===== config.mk =====
export PLATFORM = sky130hd
export DESIGN_NAME = tlc_multi
export DESIGN_NICKNAME = d
export VERILOG_FILES = /design/src/rtl/tlc_multi.sv
export SDC_FILE = /design/constraint.sdc
export NUM_CORES = 1
export LEC_CHECK = 0
export CAP_MARGIN = 40
export CORE_ASPECT_RATIO = 1.25
export CORE_MARGIN = 2
export CORE_UTILIZATION = 55
export DETAILED_ROUTE_END_ITERATION = 7
export PLACE_DENSITY = 0.84
export SLEW_MARGIN = 10
export SYNTH_ARGS = -nofsm -noshare
export SYNTH_HDL_FRONTEND = slang
export SYNTH_SLANG_ARGS = --single-unit
export TNS_END_PERCENT = 100

===== constraint.sdc =====
create_clock -name clk -period 7.15 [get_ports clk]
set_clock_uncertainty 0.2 [all_clocks]
set_input_delay 1.0725 -clock clk [delete_from_list [all_inputs] [get_ports clk]]
set_output_delay 1.0725 -clock clk [all_outputs]
set_load 0.01 [all_outputs]

===== src/rtl/tlc_multi.sv =====
// Multi-phase actuated traffic light controller: round-robin vehicle phases with
// gap-out extension, all-red clearance, exclusive pedestrian walk and flash mode.
module tlc_multi #(
    parameter int N_PHASES    = 4,
    parameter int CNT_W       = 8,
    parameter int T_GREEN_MIN = 4,
    parameter int T_GREEN_MAX = 12,
    parameter int T_EXT       = 3,
    parameter int T_YELLOW    = 2,
    parameter int T_ALLRED    = 1,
    parameter int T_PED       = 4,
    parameter int T_FLASH     = 2
) (
    input  logic                          clk,
    input  logic                          rst,
    input  logic [N_PHASES-1:0]           veh_req,
    input  logic                          ped_req,
    input  logic                          flash_mode,
    output logic [3*N_PHASES-1:0]         lights,
    output logic                          ped_walk,
    output logic [$clog2(N_PHASES)-1:0]   cur_phase,
    output logic                          ped_pending
);

    localparam int PW = $clog2(N_PHASES);

    localparam logic [CNT_W-1:0] ONE_C       = CNT_W'(1);
    localparam logic [CNT_W-1:0] T_GMIN_C    = CNT_W'(T_GREEN_MIN);
    localparam logic [CNT_W-1:0] T_GMAX_C    = CNT_W'(T_GREEN_MAX);
    localparam logic [CNT_W-1:0] T_EXT_C     = CNT_W'(T_EXT);
    localparam logic [CNT_W-1:0] T_YELLOW_C  = CNT_W'(T_YELLOW);
    localparam logic [CNT_W-1:0] T_ALLRED_C  = CNT_W'(T_ALLRED);
    localparam logic [CNT_W-1:0] T_PED_C     = CNT_W'(T_PED);
    localparam logic [CNT_W-1:0] T_FLASH_C   = CNT_W'(T_FLASH);
    localparam logic [3*N_PHASES-1:0] ALL_RED_LAMPS = {N_PHASES{3'b100}};

    typedef enum logic [2:0] {
        ST_ALL_RED,
        ST_GREEN,
        ST_YELLOW,
        ST_PED,
        ST_FLASH
    } state_t;

    state_t                  state_q, state_d;
    logic [CNT_W-1:0]        timer_q, timer_d;
    logic [CNT_W-1:0]        green_cnt_q, green_cnt_d;
    logic [CNT_W-1:0]        gap_cnt_q, gap_cnt_d;
    logic [PW-1:0]           cur_phase_q, cur_phase_d;
    logic [N_PHASES-1:0]     dem_q, dem_d;
    logic                    ped_pending_q, ped_pending_d;
    logic                    blink_q, blink_d;
    logic [3*N_PHASES-1:0]   lights_q, lights_d;
    logic                    ped_walk_q, ped_walk_d;

    logic [PW-1:0]           nxt_phase;
    logic                    conflict;
    logic                    enter_green;
    logic                    enter_ped;

    function automatic logic [CNT_W-1:0] sat_inc(input logic [CNT_W-1:0] v);
        return (&v) ? v : v + ONE_C;
    endfunction

    function automatic logic [CNT_W-1:0] floor_dec(input logic [CNT_W-1:0] v);
        return (v == '0) ? v : v - ONE_C;
    endfunction

    assign conflict = (|dem_q) | ped_pending_q | flash_mode;

    // Round-robin search starting after the phase last served; falls back to the next phase.
    always_comb begin
        int            idx_i;
        logic [PW-1:0] idx;
        logic          found;
        idx_i     = 0;
        idx       = '0;
        found     = 1'b0;
        nxt_phase = PW'((int'(cur_phase_q) + 1) % N_PHASES);
        for (int k = 1; k <= N_PHASES; k++) begin
            idx_i = (int'(cur_phase_q) + k) % N_PHASES;
            idx   = PW'(idx_i);
            if (!found && dem_q[idx]) begin
                nxt_phase = idx;
                found     = 1'b1;
            end
        end
    end

    always_comb begin
        state_d     = state_q;
        timer_d     = timer_q;
        cur_phase_d = cur_phase_q;
        green_cnt_d = green_cnt_q;
        gap_cnt_d   = gap_cnt_q;
        blink_d     = blink_q;
        enter_green = 1'b0;
        enter_ped   = 1'b0;
        case (state_q)
            ST_ALL_RED: begin
                if (timer_q <= ONE_C) begin
                    if (flash_mode) begin
                        state_d = ST_FLASH;
                        timer_d = T_FLASH_C;
                        blink_d = 1'b1;
                    end else if (ped_pending_q) begin
                        state_d   = ST_PED;
                        timer_d   = T_PED_C;
                        enter_ped = 1'b1;
                    end else begin
                        state_d     = ST_GREEN;
                        cur_phase_d = nxt_phase;
                        green_cnt_d = ONE_C;
                        gap_cnt_d   = T_EXT_C;
                        enter_green = 1'b1;
                    end
                end else begin
                    timer_d = timer_q - ONE_C;
                end
            end
            ST_GREEN: begin
                green_cnt_d = sat_inc(green_cnt_q);
                gap_cnt_d   = veh_req[cur_phase_q] ? T_EXT_C : floor_dec(gap_cnt_q);
                if ((green_cnt_q >= T_GMIN_C) && conflict &&
                    ((gap_cnt_q == '0) || (green_cnt_q >= T_GMAX_C) || flash_mode)) begin
                    state_d = ST_YELLOW;
                    timer_d = T_YELLOW_C;
                end
            end
            ST_YELLOW, ST_PED: begin
                if (timer_q <= ONE_C) begin
                    state_d = ST_ALL_RED;
                    timer_d = T_ALLRED_C;
                end else begin
                    timer_d = timer_q - ONE_C;
                end
            end
            ST_FLASH: begin
                if (!flash_mode) begin
                    state_d = ST_ALL_RED;
                    timer_d = T_ALLRED_C;
                end else if (timer_q <= ONE_C) begin
                    blink_d = ~blink_q;
                    timer_d = T_FLASH_C;
                end else begin
                    timer_d = timer_q - ONE_C;
                end
            end
            default: begin
                state_d = ST_ALL_RED;
                timer_d = T_ALLRED_C;
            end
        endcase
    end

    // Request latches: entering service clears a request even if it is re-asserted that cycle.
    always_comb begin
        dem_d = dem_q;
        for (int i = 0; i < N_PHASES; i++) begin
            if (enter_green && (cur_phase_d == PW'(i))) begin
                dem_d[i] = 1'b0;
            end else if (veh_req[i] && !((state_q == ST_GREEN) && (cur_phase_q == PW'(i)))) begin
                dem_d[i] = 1'b1;
            end
        end
        ped_pending_d = ped_pending_q;
        if (enter_ped) begin
            ped_pending_d = 1'b0;
        end else if (ped_req && (state_q != ST_PED)) begin
            ped_pending_d = 1'b1;
        end
    end

    // Lamp decode from the next state so lamps change on the same edge as the state.
    always_comb begin
        lights_d = ALL_RED_LAMPS;
        for (int i = 0; i < N_PHASES; i++) begin
            case (state_d)
                ST_GREEN:  lights_d[3*i +: 3] = (cur_phase_d == PW'(i)) ? 3'b001 : 3'b100;
                ST_YELLOW: lights_d[3*i +: 3] = (cur_phase_d == PW'(i)) ? 3'b010 : 3'b100;
                ST_FLASH:  lights_d[3*i +: 3] = (i == 0) ? {1'b0, blink_d, 1'b0}
                                                         : {blink_d, 2'b00};
                default:   lights_d[3*i +: 3] = 3'b100;
            endcase
        end
        ped_walk_d = (state_d == ST_PED);
    end

    always_ff @(posedge clk) begin
        if (rst) begin
            state_q       <= ST_ALL_RED;
            timer_q       <= T_ALLRED_C;
            cur_phase_q   <= PW'(N_PHASES - 1);
            dem_q         <= '0;
            ped_pending_q <= 1'b0;
            green_cnt_q   <= '0;
            gap_cnt_q     <= '0;
            blink_q       <= 1'b0;
            lights_q      <= ALL_RED_LAMPS;
            ped_walk_q    <= 1'b0;
        end else begin
            state_q       <= state_d;
            timer_q       <= timer_d;
            cur_phase_q   <= cur_phase_d;
            dem_q         <= dem_d;
            ped_pending_q <= ped_pending_d;
            green_cnt_q   <= green_cnt_d;
            gap_cnt_q     <= gap_cnt_d;
            blink_q       <= blink_d;
            lights_q      <= lights_d;
            ped_walk_q    <= ped_walk_d;
        end
    end

    assign lights      = lights_q;
    assign ped_walk    = ped_walk_q;
    assign cur_phase   = cur_phase_q;
    assign ped_pending = ped_pending_q;

endmodule


==> results by group, run 1 <==
Hold path
  – Worst hold path type: reg2reg
  – Hold-critical path endpoint: gap_cnt_q[1]
  – Hold depth: 2
  – Worst Hold Launch: gap_cnt_q[1]

STA
  – Actual slew at the worst max-slew pin: 0.745 ns
  – Final Slew Violations: 0
  – Final Hold Viols: 0
  – Total Neg Setup Slack: 0 ns
  – Final setup vio count: 0
  – Rel. slew slack: 0.502
  – Fmax: 283 MHz
  – RSZ-0062 raised after global routing: false
  – Min Tclk post-route: 3.54 ns
  – Final Cycle Share: 0.495

Synth
  – Synth async-reset ratio: 0
  – Avg Inst Size Synth: 8.15 um2
  – Yosys top cell by area: dfxtp_1
  – Mux share of post-synthesis cell area: 0.0489
  – Synth warn: 0
  – Synthesized flop and latch total: 48
  – Adder-Cell Fraction of Synth Area: 0.0428
  – Post-Syn Area: 0.00263 mm2
  – Mapped Cells: about 320
  – Synth Area in XOR/XNOR: 0.0366
  – Post-synth top area share: 0.365
  – Simple-gate share of the synthesized area: 0.290
  – Complex-gate fraction of the synthesized area: 0.174
  – Synth Net Count: 340
  – Post-synth EDFFs: 0
  – Main area contributors after synthesis: dfxtp_1 (36%), nor2_1 (7.8%), ha_1 (4.3%)
  – Top post-synthesis cells by count: nor2_1 (55), dfxtp_1 (48), a21oi_1 (22), nand2_1 (22), inv_1 (15)
  – Largest family of logic cells by synthesized area: simple AND/OR/NAND/NOR gates
  – Primary FF master, synth: dfxtp_1
  – Post-synthesis sequential area ratio: 0.365
  – Netlist cell types: between 50 and 60
  – Most frequent cell after synthesis: nor2_1

GRT
  – Remaining Overflow, GRT: 0
  – Gr usage total: 0.242
  – Pin count of the biggest net entering global routing: 25
  – Initial antenna violation count: 0
  – First-pass GRT wire length: 10.1 mm
  – Vias in the first global route: 2204

Power and ir drop
  – Pleak: 1.14 nW
  – Sw Pwr: 0.685 mW
  – Switching part of the total power: 0.459
  – VDD IR max: 0.000254 V
  – PwrDens: 497 mW/mm2
  – Sequential Power Share: 0.296
  – Combinational power share: 0.576
  – Clk pwr share: 0.128
  – Internal power: ~0.81 mW

Routing
  – Total number of vias: approximately 2400
  – Routed WL: 5.90 mm
  – Top sig layer: met4
  – Residual DRC count: 0
  – Metal-1 WL: 2.63 mm
  – Final antenna-violating net count: 0
  – First-pass iteration count of the detailed router: 4
  – DRT iter0 DRCs: 203
  – Avg Vias per Cell: 5.99
  – Met3 Routed Length: about 340 um
  – Routed length per instance: 14.7 um
  – Routed wl met2: 2.83 mm

Worst setup path
  – Required @ worst endpoint: a little over 7 ns
  – CP Launch Type: flop
  – Worst r2r src: cur_phase[0]
  – Worst-path fanout max: 20
  – Setup crit end kind: flop
  – Flop2flop setup slack: 3.61 ns
  – R2r worst-path depth: 8
  – RR Endpoint: lights[2]
  – Crit path kind: reg2reg
  – Worst EP arrival: 3.54 ns

Floorplan
  – DIE AREA: 0.00536 mm2
  – Die height: 81.4 um
  – Initial Util: 0.565
  – Std-Cell Core Area: about 0.0047 mm2
  – DIE WIDTH: 65.9 um
  – # rows: 28
  – Num ports: 24

Layout
  – Nets: 358
  – Area growth from synthesis to layout: 14.1%
  – N_diodes: 0
  – Final Util: 0.645
  – Share of layout cells above drive strength 1: 0.0702

Place
  – Final GP Congestion: approximately 1
  – Placed wire-length estimate: 4.33 mm
  – Buffers on Ports: 23

Status
  – Status: complete, no violations

Clocking
  – Quantity of gates resized following cts: 0
  – # hold bufs at CTS: 0
  – Setup bufs post-CTS: 0
  – Clk buf depth: 2
  – H-tree lvl count: 2
  – # clock sinks: 48
  – CTS root buf: clkbuf_8
  – Num CTS Buffers: 5
  – Clock Latency Late Sink: 0.30 ns
  – CTS tree: done
  – Worst-path clk slew: around 0.09 ns

Job
  – Max-cap viol count: 0
==> sequential cells by signal, summed over array words and instances, names as in the netlist <==
register	cells
blink_q	1
dem_q	4
lights	12
state_q	3
ped_pending	1
ped_walk	1
timer_q	8
cur_phase	2
gap_cnt_q	8
green_cnt_q	8
==> logic make-up after synthesis <==
family	Yosys count
compound gates	69
buf+inv	30
flops	48
xor+xnor	11
mux	9
fa+ha+maj	9
simple gates	147
==> metrics by stage <==
stage / setup slack [ns] / hold slack (ns) / instances / power (mW) / cell area, um2
CTS: 3.66 / 0.308 / 402 / 1.49 / 3000
global placement: 3.69 / 0.281 / 393 / 1.27 / 2890
finish: 3.61 / 0.303 / 402 / 1.49 / 3000
global route: 3.32 / 0.330 / 402 / 1.63 / 3000
detailed placement: 3.59 / 0.294 / 394 / 1.29 / 2900
floorplan: 3.88 / 0.257 / 323 / 1.10 / 2630
==> layer usage <==
metal | vias to the layer above | global-route usage
met1 | 1121 | 0.316
met4 | 0 | 0.0938
met2 | 87 | 0.393
met3 | 9 | 0.0471
met5 | - | 0
li1 | 1189 | -
==> worst max path at each step <==
| stage | startpoint | endpoint | slack, ns | depth (start not counted) |
|---|---|---|---|---|
| 5_1_grt | cur_phase[0] | lights[2] | 3.32 | 8 |
| 6_report | cur_phase[0] | lights[2] | 3.61 | 8 |
| 3_3_place_gp | flash_mode | dem_q[2] | 3.69 | 8 |
| 2_1_floorplan | cur_phase[0] | lights[2] | 3.88 | 10 |
| 3_5_place_dp | flash_mode | dem_q[2] | 3.59 | 8 |
| 4_1_cts | cur_phase[0] | lights[2] | 3.66 | 8 |
==> area by class of cell <==
class | count | area (um2)
Clock buffer | 6 | 72.6
Clock inverter | 2 | 35.0
Fill cell | 398 | 1660
Inverter | 16 | 60.1
Multi-Input combinational cell | 245 | 1560
Sequential cell | 48 | 961
Tap cell | 60 | 75.1
Timing Repair Buffer | 25 | 241
==> critical path, stage by stage (launching register included) <==
cell and delay (ns):
dfxtp_1 0.81, inv_1 0.23, ha_1 0.41, mux4_2 0.56
o31ai_1 0.25, nand2_1 0.17, nor4_2 0.37, a21oi_2 0.16
o31a_1 0.30
==> power by group through the flow <==
stage / logic, mW / registers, mW / clock network [mW]
floorplan: 0.689 / 0.407 / 0
global placement: 0.829 / 0.445 / 0
detailed placement: 0.848 / 0.446 / 0
CTS: 0.855 / 0.440 / 0.196
global route: 0.965 / 0.456 / 0.205
finish: 0.859 / 0.442 / 0.191
==> placed cells by master, fill, tap and decap left out, drive strengths merged, types with 3 or more instances in the layout <==
cell type | synthesis | layout
nor2b | 6 | 6
a22oi | 3 | 3
nor3 | 14 | 14
nand4 | 3 | 3
ha | 9 | 9
xor2 | 3 | 3
and3 | 4 | 4
a211oi | 3 | 3
dfxtp | 48 | 48
nor4b | 4 | 4
xnor2 | 8 | 8
inv | 15 | 15
or4 | 4 | 4
clkbuf | 12 | 6
clkdlybuf4s50 | 0 | 23
nor4 | 7 | 7
nand2 | 22 | 22
mux4 | 3 | 3
nor2 | 55 | 55
nand2b | 3 | 3
nand3b | 5 | 5
o21ai | 13 | 13
o2bb2ai | 3 | 3
mux2i | 5 | 5
a21oi | 24 | 24
or3 | 6 | 6
nand3 | 7 | 7
(Power assumes the default switching activity.)
==> run 2, diff against run 1 <==
--- a/config.mk
+++ b/config.mk
@@ -8,9 +8,9 @@
 export CAP_MARGIN = 40
 export CORE_ASPECT_RATIO = 1.25
 export CORE_MARGIN = 2
-export CORE_UTILIZATION = 55
+export CORE_UTILIZATION = 52
 export DETAILED_ROUTE_END_ITERATION = 7
-export PLACE_DENSITY = 0.84
+export PLACE_DENSITY = 0.83
 export SLEW_MARGIN = 10
 export SYNTH_ARGS = -nofsm -noshare
 export SYNTH_HDL_FRONTEND = slang
==> constraint.sdc (replaced) <==
create_clock -name clk -period 2.9 [get_ports clk]
set_clock_uncertainty 0.2 [all_clocks]
set_input_delay 0.435 -clock clk [delete_from_list [all_inputs] [get_ports clk]]
set_output_delay 0.435 -clock clk [all_outputs]
set_load 0.01 [all_outputs]
==> results by group, run 2 (synthesized netlist as in run 1, its figures left out) <==
Floorplan
  – Die height: 83.6 um (+2.7%)
  – Std-Cell Core Area: 0.00480 mm2 (+3.0%)
  – Num ports: 24 (unchanged)
  – Initial Util: 0.549 (-0.0165)
  – DIE WIDTH: 67.7 um (+2.7%)
  – # rows: 28 (unchanged)
  – DIE AREA: 0.00565 mm2 (+5.4%)

Power and ir drop
  – Sw Pwr: 1.88 mW (+180%)
  – Internal power: 2.29 mW (+180%)
  – Sequential Power Share: 0.245 (-0.051)
  – Tot Pwr: 4.17 mW (+180%)
  – Switching part of the total power: 0.452 (-0.00691)
  – Clk pwr share: 0.125 (-0.003)
  – Pleak: 1.26 nW (+10%)
  – Combinational power share: 0.629 (+0.053)
  – VDD IR max: 0.000894 V (+250%)
  – PwrDens: 1280 mW/mm2 (+160%)

Layout
  – Seq. cell area: 965 um2 (+0.39%)
  – Commonest non-fill, non-tap cell in the layout: nor2_1
  – Fillers: 386 (-3.0%)
  – Area of the multi-input gates: 0.00164 mm2 (+5.0%)
  – Area growth from synthesis to layout: 23.9%
  – Finished Cell Area: 0.00326 mm2 (+8.7%)
  – Share of layout cells above drive strength 1: 0.163 (+0.0924)
  – N_diodes: 0 (unchanged)
  – Largest register FFs: 12 (unchanged)
  – Final std cells w/o fill: 423 (+5.2%)
  – Most frequent cells in the layout: nor2_1 (54), dfxtp_1 (45), clkdlybuf4s50_1 (23)
  – Nets: 379 (+5.9%)

STA
  – Fmax: 342 MHz (+21%)
  – Final Cycle Share: 1.01 (+0.514)
  – PnR worst setup slack: -0.0255 ns (-3.64 ns)
  – Min Tclk post-route: 2.93 ns (-0.612 ns)
  – RSZ-0062 raised after global routing: true
  – Rel. slew slack: 0.601 (+0.0985)
  – Actual slew at the worst max-slew pin: 0.593 ns (-0.152 ns)
  – Final setup vio count: 3 (+3)
  – Final Hold Viols: 0 (unchanged)
  – Final Hold Slack: 0.305 ns (+0.00225 ns)
  – Final Slew Violations: 0 (unchanged)

Worst setup path
  – R2r worst-path depth: 8 (unchanged)
  – RR Endpoint: dem_q[1]
  – Worst EP arrival: 2.93 ns (-0.61 ns)
  – Required @ worst endpoint: 2.91 ns (-4.24 ns)
  – Worst r2r src: timer_q[2]
  – CP Launch Type: flop
  – Worst-path fanout max: 4 (-80%)
  – Crit path kind: reg2reg
  – Setup crit end kind: flop
  – Flop2flop setup slack: -0.03 ns (-3.64 ns)
  – Start point of the critical path: timer_q[2]

GRT
  – Remaining Overflow, GRT: 0 (unchanged)
  – Vias in the first global route: 2322 (+5.4%)
  – Gr usage total: 0.256 (+0.0147)
  – Initial antenna violation count: 0 (unchanged)
  – First-pass GRT wire length: 11.2 mm (+12%)
  – Pin count of the biggest net entering global routing: 19 (-24%)

Routing
  – First-pass iteration count of the detailed router: 4 (unchanged)
  – Final antenna-violating net count: 0 (unchanged)
  – Residual DRC count: 0 (unchanged)
  – Routed WL: 6.75 mm (+15%)
  – Total number of vias: 2527 (+5.0%)
  – Routed length per instance: 16.0 um (+8.9%)
  – Avg Vias per Cell: 5.97 (-0.19%)
  – DRT iter0 DRCs: 196 (-3.4%)

Place
  – Placed insts: 412 (+4.6%)
  – Buffers on Ports: 23 (unchanged)
  – Final GP Congestion: 0.926 (-5.0%)
  – Placed wire-length estimate: 4.89 mm (+13%)
  – Dpl cell area: 0.00306 mm2 (+5.6%)

Clocking
  – Clock Latency Late Sink: 0.31 ns (about the same)
  – H-tree lvl count: 2 (unchanged)
  – # clock sinks: 48 (unchanged)
  – Clk buf depth: 2 (unchanged)
  – Num CTS Buffers: 5 (unchanged)
  – Worst-path clk slew: 0.10 ns (about the same)
  – CTS tree: done
  – CTS root buf: clkbuf_8

Status
  – Failing checks: setup timing
  – Status: finished, violations left

Hold path
  – Hold depth: 2 (unchanged)
  – Worst Hold Launch: green_cnt_q[1]
  – Worst hold path type: reg2reg
  – Hold-critical path endpoint: green_cnt_q[1]

Job
  – Max-cap viol count: 0 (unchanged)
[run 2: cell types whose count changed in the layout (fill, tap and decap cells not counted), sizes merged]
cell | previous run | this run
buf | 2 | 23
[run 2: worst max-delay path, stage by stage, from the launching register on]
cell,delay [ns]
dfxtp_2,0.33
or4_4,0.53
or4_4,0.49
or3_4,0.35
buf_6,0.13
nor4_4,0.33
buf_4,0.18
a21oi_4,0.06
o221a_1,0.22
[run 2: per-layer routing]
layer	global-route usage	routed length, um	vias to the layer above
li1	-	-	1232
met1	0.341	2810	1213
met2	0.420	3520	71
met3	0.0337	303	11
met4	0.0835	117	0
met5	0	0	-
[run 2: how the worst max path moves through the flow]
| stage | to | cells past startpoint |
|---|---|---|
| final | dem_q[1] | 8 |
| after global routing | dem_q[1] | 8 |
| after CTS | dem_q[2] | 7 |
| after detailed placement | dem_q[2] | 7 |
| after global placement | lights[8] | 9 |
| after floorplan | lights[2] | 10 |
[run 2: what timing repair did]
item	CTS	global route
setup endpoints to repair	0	29
hold buffers	0	0
setup buffers	0	3
gates resized for setup	0	14
[run 2: metrics by stage]
step                      utilization  TNS [ns]  setup WS, ns
after floorplan                     -   -0.0152       -0.0152
after global placement          0.637         0        0.0761
after detailed placement        0.637         0        0.0434
after CTS                       0.662         0        0.0287
after global routing            0.680    -0.428        -0.102
final                           0.680   -0.0331       -0.0255
[run 2: layout make-up]
type	count	area share
multi-input cells	245	0.501
flip-flops and latches	48	0.296
inverters	16	0.0184
clock inverters	2	0.0119
repair buffers	46	0.125
well taps	60	0.0230
clock buffers	6	0.0253
[run 2: power by group through the flow]
stage | Clock [mW] | Sequential [mW] | Combinational (mW)
CTS | 0.523 | 1.02 | 2.45
finish | 0.522 | 1.02 | 2.62
floorplan | 0 | 1.01 | 1.75
global route | 0.552 | 1.05 | 2.89
global placement | 0 | 1.03 | 2.38
detailed placement | 0 | 1.03 | 2.43
